<file path="src/rtl/aes_block_packetizer.sv">
// Re-frames each 128-bit encrypted block as USB-style data packets:
// SYNC, PID, payload, CRC16 low/high, then EOP and an idle gap.
module aes_block_packetizer #(
  parameter int         DATA_BYTES = 1,
  parameter logic [7:0] SYNC_BYTE  = 8'h80,
  parameter int         EOP_CYCLES = 3,
  parameter int         GAP_CYCLES = 1
) (
  input  logic         tb_clk,
  input  logic         tb_n_rst,
  input  logic [127:0] block_in,
  input  logic         block_valid,
  output logic [7:0]   byte_out,
  output logic         byte_valid,
  input  logic         byte_ready,
  output logic         eop,
  output logic         busy,
  output logic         overrun
);

  localparam logic [4:0]  BYTE_MASK   = 5'(DATA_BYTES - 1);
  localparam logic [4:0]  BLOCK_BYTES = 5'd16;
  localparam logic [15:0] EOP_LOAD    = 16'(EOP_CYCLES - 1);
  localparam logic [15:0] GAP_LOAD    = (GAP_CYCLES > 0) ? 16'(GAP_CYCLES - 1) : 16'd0;
  localparam logic [7:0]  PID_DATA0   = 8'hC3;
  localparam logic [7:0]  PID_DATA1   = 8'h4B;
  localparam logic [15:0] CRC_POLY    = 16'hA001;

  typedef enum logic [2:0] {
    S_IDLE, S_SYNC, S_PID, S_DATA, S_CRC_LO, S_CRC_HI, S_EOP, S_GAP
  } state_e;

  state_e         state_q, state_d;
  logic [127:0]   shift_q, shift_d;
  logic [15:0]    crc_q, crc_d;
  logic [4:0]     byte_cnt_q, byte_cnt_d;
  logic [15:0]    cyc_cnt_q, cyc_cnt_d;
  logic           pid_q, pid_d;
  logic           overrun_q, overrun_d;
  logic           busy_q, busy_d;
  logic [7:0]     byte_out_q, byte_out_d;
  logic           byte_valid_q, byte_valid_d;
  logic           eop_q, eop_d;

  logic           xfer;
  logic           accept;
  logic [4:0]     byte_cnt_inc;
  state_e         after_gap_state;
  logic [15:0]    crc_stage [0:8];

  assign xfer            = byte_valid_q & byte_ready;
  // A block is taken only in IDLE with no start already pending.
  assign accept          = (state_q == S_IDLE) & ~busy_q & block_valid;
  assign byte_cnt_inc    = byte_cnt_q + 5'd1;
  assign after_gap_state = (byte_cnt_q == BLOCK_BYTES) ? S_IDLE : S_SYNC;

  // Reflected CRC16, one full payload byte per DATA transfer, LSB first.
  assign crc_stage[0] = crc_q ^ {8'h00, shift_q[127:120]};
  genvar gi;
  generate
    for (gi = 0; gi < 8; gi++) begin : g_crc
      assign crc_stage[gi+1] = crc_stage[gi][0] ? ({1'b0, crc_stage[gi][15:1]} ^ CRC_POLY)
                                                : {1'b0, crc_stage[gi][15:1]};
    end
  endgenerate

  always_ff @(posedge tb_clk or negedge tb_n_rst) begin
    if (!tb_n_rst) begin
      state_q      <= S_IDLE;
      shift_q      <= '0;
      crc_q        <= '0;
      byte_cnt_q   <= '0;
      cyc_cnt_q    <= '0;
      pid_q        <= 1'b0;
      overrun_q    <= 1'b0;
      busy_q       <= 1'b0;
      byte_out_q   <= 8'hFF;
      byte_valid_q <= 1'b0;
      eop_q        <= 1'b0;
    end else begin
      state_q      <= state_d;
      shift_q      <= shift_d;
      crc_q        <= crc_d;
      byte_cnt_q   <= byte_cnt_d;
      cyc_cnt_q    <= cyc_cnt_d;
      pid_q        <= pid_d;
      overrun_q    <= overrun_d;
      busy_q       <= busy_d;
      byte_out_q   <= byte_out_d;
      byte_valid_q <= byte_valid_d;
      eop_q        <= eop_d;
    end
  end

  always_comb begin
    state_d    = state_q;
    shift_d    = shift_q;
    crc_d      = crc_q;
    byte_cnt_d = byte_cnt_q;
    cyc_cnt_d  = cyc_cnt_q;
    pid_d      = pid_q;
    overrun_d  = overrun_q | (block_valid & ~accept);
    case (state_q)
      S_IDLE: begin
        if (busy_q) begin
          state_d = S_SYNC;
        end else if (accept) begin
          shift_d    = block_in;
          byte_cnt_d = '0;
        end
      end
      S_SYNC: begin
        if (xfer) begin
          state_d = S_PID;
          crc_d   = 16'hFFFF;
        end
      end
      S_PID: begin
        if (xfer) state_d = S_DATA;
      end
      S_DATA: begin
        if (xfer) begin
          crc_d      = crc_stage[8];
          shift_d    = shift_q << 8;
          byte_cnt_d = byte_cnt_inc;
          if ((byte_cnt_inc & BYTE_MASK) == 5'd0) state_d = S_CRC_LO;
        end
      end
      S_CRC_LO: begin
        if (xfer) state_d = S_CRC_HI;
      end
      S_CRC_HI: begin
        if (xfer) begin
          state_d   = S_EOP;
          cyc_cnt_d = EOP_LOAD;
          pid_d     = ~pid_q;
        end
      end
      S_EOP: begin
        if (cyc_cnt_q == 16'd0) begin
          if (GAP_CYCLES > 0) begin
            state_d   = S_GAP;
            cyc_cnt_d = GAP_LOAD;
          end else begin
            state_d = after_gap_state;
          end
        end else begin
          cyc_cnt_d = cyc_cnt_q - 16'd1;
        end
      end
      S_GAP: begin
        if (cyc_cnt_q == 16'd0) state_d = after_gap_state;
        else                    cyc_cnt_d = cyc_cnt_q - 16'd1;
      end
      default: state_d = S_IDLE;
    endcase
  end

  // Outputs follow the next state so a transfer presents the following byte without a bubble.
  always_comb begin
    byte_out_d   = 8'hFF;
    byte_valid_d = 1'b0;
    eop_d        = (state_d == S_EOP);
    busy_d       = (state_d != S_IDLE) | accept;
    case (state_d)
      S_SYNC: begin
        byte_out_d   = SYNC_BYTE;
        byte_valid_d = 1'b1;
      end
      S_PID: begin
        byte_out_d   = pid_d ? PID_DATA1 : PID_DATA0;
        byte_valid_d = 1'b1;
      end
      S_DATA: begin
        byte_out_d   = shift_d[127:120];
        byte_valid_d = 1'b1;
      end
      S_CRC_LO: begin
        byte_out_d   = ~crc_d[7:0];
        byte_valid_d = 1'b1;
      end
      S_CRC_HI: begin
        byte_out_d   = ~crc_d[15:8];
        byte_valid_d = 1'b1;
      end
      default: ;
    endcase
  end

  assign byte_out   = byte_out_q;
  assign byte_valid = byte_valid_q;
  assign eop        = eop_q;
  assign busy       = busy_q;
  assign overrun    = overrun_q;

endmodule
</file>
<file path="config.mk">
export PLATFORM = sky130hd
export DESIGN_NAME = aes_block_packetizer
export DESIGN_NICKNAME = d
export VERILOG_FILES = /design/src/rtl/aes_block_packetizer.sv
export SDC_FILE = /design/constraint.sdc
export NUM_CORES = 1
export LEC_CHECK = 0
export ABC_AREA = 1
export BUFFER_PORTS_ARGS = -buffer_cell sky130_fd_sc_hd__buf_2
export CAP_MARGIN = 20
export CORE_ASPECT_RATIO = 0.8
export CORE_MARGIN = 4
export CORE_UTILIZATION = 45
export DETAILED_ROUTE_END_ITERATION = 7
export PLACE_DENSITY = 0.66
export SYNTH_ARGS = -nofsm -noshare
export SYNTH_HDL_FRONTEND = slang
export SYNTH_SLANG_ARGS = --single-unit
export TNS_END_PERCENT = 50
</file>
<file path="constraint.sdc">
create_clock -name tb_clk -period 3.3 [get_ports tb_clk]
set_input_delay 0.165 -clock tb_clk [delete_from_list [all_inputs] [get_ports tb_clk]]
set_output_delay 0.165 -clock tb_clk [all_outputs]
set_load 0.03 [all_outputs]
</file>
* After elaboration in Yosys (flattened, before gate mapping)
Index checks and enable logic that the tools add are counted.
** Operators by class
- Bitwise gates (word level) :: 20
- Reduce and logical (&&, ||, !) cells :: 8
- Mux-type cells :: 38
- Add/sub/neg operators :: 2
- Equal/unequal tests :: 19
** Operators with widths (number)
- $mux 128 :: 3
- $pmux 128 s2 :: 1
- $mux 16 :: 13
- $pmux 16 s3 :: 1
- $pmux 8 s5 :: 1
- $pmux 16 s2 :: 1
- $mux 3 :: 8
- $not 2->3 :: 8
- $pmux 3 s8 :: 1
- $eq 3x3->1 const B :: 7
- $logic_not 16->1 :: 1
- $not 8->8 :: 2
- $sub 16x1->16 const B :: 1
- $xor 16x8->16 :: 1
- $mux 5 :: 3
- $eq 3x2->1 const B :: 4
- $ne 2x2->1 const B :: 5
- $pmux 5 s2 :: 1
- $mux 8 :: 1
- $eq 3x1->1 const B :: 2
- $reduce_bool 3->1 :: 2
- $add 5x1->5 const B :: 1
- $eq 5x5->1 const B :: 1
- $reduce_or 5->1 :: 1
- 8 further kinds :: 17
** Word-level totals
- Input port bits :: 132
- Word-level logic and storage cells :: 99
- Flip-flop bits (word level) :: 181

* Logic depth before layout (Yosys ltp)
- Word-level depth :: 21
- Gate-level depth with buffers :: 17
- Gate-level depth less buffers :: 17

* Worst setup path after synthesis
No wires, ideal clock.
- Path kind :: register to register
- Start point :: register byte_valid_q (netlist: byte_valid)
- End point :: register cyc_cnt_q[9]
- Library setup time :: 0.123 ns
- Period minus slack after synthesis :: 1.871 ns
- Stages on the path, launching flop included :: 10
- Slack :: 1.429 ns
- Arrival :: 1.748 ns
- Path buffers :: 0
- Path through :: dfrtp_1 -> nand2_1 -> inv_1 -> nand2_1 -> o21ai_2 -> nand2_1 -> nor2_1 -> nand3_1 -> o21ai_0 -> a21oi_1
** On the way
- Word-level cells in the longest chain between the ends :: 3
** RTL lines
- from (decl) :: line 42 : logic byte_valid_q, byte_valid_d;
- from (signal assigned) :: line 90 : byte_valid_q <= byte_valid_d;
- $and 1x1->1 :: line 51 : assign xfer = byte_valid_q & byte_ready;
- $ne 2x2->1 (no source line)
- $reduce_and 3->1 (no source line)
- to (signal assigned) :: line 85 : cyc_cnt_q <= cyc_cnt_d;
- to (decl) :: line 37 : logic [15:0] cyc_cnt_q, cyc_cnt_d;
Every way passes these cells.
A chain may end at the register's enable or synchronous reset.

* Final worst setup path
- Start point :: register state_q[0]
- End point :: register shift_q[3]
** On the way
- Word-level cells in the longest chain between the ends :: 5
** RTL lines
- from (decl) :: line 33 : state_e state_q, state_d;
- from (signal assigned) :: line 81 : state_q <= state_d;
- $logic_not 3->1 :: line 53, 103
- $and 1x1->1 (2 in a row) :: line 53 : assign accept = (state_q == S_IDLE) & ~busy_q & block_valid;
- $ne 2x2->1 (no source line)
- $reduce_and 4->1 (no source line)
- to (signal assigned) :: line 82 : shift_q <= shift_d;
- to (decl) :: line 34 : logic [127:0] shift_q, shift_d;
Parallel ways exist; a longest one is shown, timed or not.

==> flow_summary.json <==
{
  "crit_path_end_kind": "flip-flop",
  "power.switching_uw": 3759,
  "timing.critical_path.fanout_max": 71,
  "fillerInstances": 1537,
  "dieArea_um2": 20640,
  "finalMaxSlewViolations": 0,
  "vias": 7540,
  "wire_length_on_met1_mm": 10.60,
  "dpl-instance-area_um2": 9214,
  "cts_tree": "built",
  "initial_antenna_violation_count": 0,
  "drcViolationCount": 0,
  "r2r_setup_slack_ps": 620,
  "outcome": "complete, no violations",
  "synth.lib_cells_used.distinct": 41,
  "finalNetCount": 1328,
  "dp_hpwl_mm": 14.30,
  "r2r_cells": 8,
  "reg2reg_to": "shift_q[3]",
  "ys_seq_area_share_pct": 54.85,
  "ios": 144,
  "cts_root_buf": "sky130_fd_sc_hd__clkbuf_16",
  "delay_of_the_slowest_cell_on_the_worst_path_ps": 550,
  "power.share.clock_pct": 21.4,
  "post_drt_via_cell_ratio": 5.247,
  "syn-num-nets": 1075,
  "cellInternalPower_uw": 5129,
  "start_util_pct": 45.70,
  "cap_violations": 0,
  "mostFrequentLayoutCells": "sky130_fd_sc_hd__nand2_1, sky130_fd_sc_hd__dfrtp_1, sky130_fd_sc_hd__buf_2",
  "detailroute.wirelength.met2_mm": 10.82,
  "first_global_vias": 7484,
  "post_synth_main_area_contributors": "sky130_fd_sc_hd__dfrtp_1, sky130_fd_sc_hd__nand2_1, sky130_fd_sc_hd__a22oi_1",
  "whs_endpoint": "shift_q[121]",
  "layout_commonest_cell": "sky130_fd_sc_hd__nand2_1",
  "syn_area_um2": 8277,
  "reg2reg_start": "state_q[0]",
  "hold_viol_final": 0,
  "relSlewSlack_pct": 42.16,
  "rows": 44,
  "yosys_most_used_dff": "sky130_fd_sc_hd__dfrtp_1",
  "final_layout_size_suffix_gt1_share_pct": 18.16,
  "grtUsageTotal_pct": 22.75,
  "postSynthAreaPerCell_um2": 8.805,
  "cts.sinks": 181,
  "synth-async-reset-ratio_pct": 100.0,
  "stdcell_area_um2": 11000,
  "share_comb_of_total_power_pct": 39.6,
  "area_growth_syn_to_layout_pct": 32.93,
  "htree_levels": 4,
  "clock_period_minus_final_worst_setup_slack_ps": 2683,
  "maximum_number_of_pins_on_one_net_before_global_route_repair": 94,
  "syn_inst": 940,
  "p_per_area_nw_per_um2": 807.9,
  "path_cells": "nor2_2 -> inv_1 -> nor2_1 -> nand2_1 -> a21oi_2 -> inv_4 -> buf_4 -> a22o_1",
  "io_port_bufs": 143,
  "critical-path-slowest-cell": "sky130_fd_sc_hd__a21oi_2",
  "worst_hold_path.num_cells": 3,
  "worst_skew_ps": 11.20,
  "worst_hold_path_type": "in -> reg",
  "drt_iter0_drc": 684,
  "rsz0062_at_grt": "no",
  "worstMarginPinSlew_ps": 867.6,
  "clk_pin_slew_worst_paths_ps": 70,
  "worstSkewPairLatency_ps": 430,
  "fin_setup_tns_ps": 0,
  "clock.fmax_mhz": 372.7,
  "final-instance-count-excl-fill": 1437,
  "dr_wl_met3_mm": 1.363,
  "cts_buffers": 17,
  "fp.dieH_um": 129.3,
  "final_min_period_over_clock_period_pct": 81.30,
  "grt_first_pass_wirelength_mm": 37.89,
  "yosysTopAreaCell": "sky130_fd_sc_hd__dfrtp_1",
  "antenna_violating_nets_post_route": 0,
  "critical_path_class": "reg -> reg",
  "peakVddDrop_v": 0.0005320,
  "globalRoute.totalOverflow": 0,
  "worstPathArrival_ps": 3000,
  "timing.final.setup_violations": 0,
  "power.share.sequential_pct": 39.0,
  "firstDrtPassIters": 5,
  "post_drt_wl_per_cell_um": 16.11,
  "yosys_register_bits": 181,
  "post_cts.resized_instances": 0,
  "route.final.wire_length_mm": 23.15,
  "power_leakage_uw": 0.005680,
  "hp-start": "block_in[121]",
  "design.core.area_um2": 18110,
  "synth.top_cell.area_share_pct": 52.31,
  "ys.warnings.count": 0,
  "max-clock-path-buffers": 2,
  "highest_signal_layer_in_the_routed_design": "met4",
  "swShare_pct": 42.29,
  "placed_cells_incl_taps": 1281,
  "setup.worst_path.start_class": "flip-flop",
  "worst_ep_required_time_ps": 3610,
  "synth_enable_flop_cells": 0,
  "place_congestion": 0.8573,
  "horiz_die_dim_um": 159.6
}
[worst max path at each step]
stage | slack (ps) | depth (start not counted) | start | endpoint
6_report | 620 | 8 | state_q[0] | shift_q[3]
5_1_grt | 370 | 10 | state_q[1] | shift_q[3]
4_1_cts | 630 | 10 | state_q[1] | shift_q[3]
3_5_place_dp | 640 | 10 | state_q[1] | shift_q[4]
3_3_place_gp | 770 | 8 | state_q[0] | shift_q[4]
2_1_floorplan | 1430 | 9 | byte_valid | cyc_cnt_q[9]
[flip-flops by register name, summed over array words and instances (netlist names), 3 cells and up]
name and cells:
cyc_cnt_q 16, state_q 3, crc_q 16, byte_out 8
shift_q 128, byte_cnt_q 5
[stage by stage]
stage               util [%]  total power, uW  hold slack (ps)  setup WS, ps
finish                 60.74             8888            13.14         616.9
global route           60.73             9553            15.46         369.7
floorplan                  -             5900           -130.6          1429
global placement       50.87             6775            312.3         768.7
detailed placement     50.87             6844            310.5         643.3
CTS                    60.73             8881           0.3674         626.7
[cell families after synthesis]
group                      after synthesis  synth area share, %
and+or+nand+nor                        429                21.42
AOI/OAI and AO/OA                      196                16.37
DFF                                    181                54.85
buffers and inverters                  122                5.956
xor gates and xnor gates                 9               0.9523
adders and majority gates                3               0.4536
[final cells by class]
cell class | count | area (um^2) | share of cell area, %
inverters | 78 | 297.8 | 2.707
multi-input cells | 637 | 3252 | 29.56
diodes | 1 | 2.502 | 0.02275
flip-flops and latches | 181 | 4539 | 41.26
well taps | 230 | 287.8 | 2.616
repair buffers | 278 | 2068 | 18.80
clock inverters | 15 | 128.9 | 1.171
clock buffers | 17 | 425.4 | 3.867
[critical path: cells and delay by family, from the launching register on]
kind,cells,cell delay [ps]
buffers and inverters,3,690
and+or+nand+nor,3,510
AOI/OAI and AO/OA,2,840
DFF,1,510
[cells in the mapped netlist, types with 7 or more instances]
cell / n
sky130_fd_sc_hd__buf_1: 8
sky130_fd_sc_hd__dfstp_2: 8
sky130_fd_sc_hd__a21oi_1: 20
sky130_fd_sc_hd__o21ai_0: 22
sky130_fd_sc_hd__inv_2: 7
sky130_fd_sc_hd__a22o_1: 8
sky130_fd_sc_hd__nor3_1: 12
sky130_fd_sc_hd__clkbuf_1: 8
sky130_fd_sc_hd__nand3_1: 34
sky130_fd_sc_hd__o211ai_1: 9
sky130_fd_sc_hd__buf_2: 28
sky130_fd_sc_hd__inv_1: 71
sky130_fd_sc_hd__dfrtp_1: 173
sky130_fd_sc_hd__a22oi_1: 113
sky130_fd_sc_hd__nor2_1: 29
sky130_fd_sc_hd__nand2_1: 332
sky130_fd_sc_hd__o22ai_1: 13
[per-layer routing]
metal | global-route usage [%] | vias up
met1 | 31.95 | 3602
met2 | 36.34 | 236
li1 | - | 3672
met3 | 3.752 | 30
met5 | 0 | -
met4 | 7.908 | 0
[power by group through the flow]
stage | sequential [uW] | clock [uW] | combinational, uW
after floorplan | 3480 | 0 | 2420
after global placement | 3470 | 0 | 3310
after detailed placement | 3480 | 0 | 3360
after CTS | 3450 | 1940 | 3500
after global routing | 3550 | 2040 | 3970
final | 3470 | 1900 | 3520
[repair_timing]
action	4_1_cts	5_1_grt
setup buffers	0	0
hold endpoints to repair	208	0
hold buffers	123	0
(Power assumes the default switching activity.)
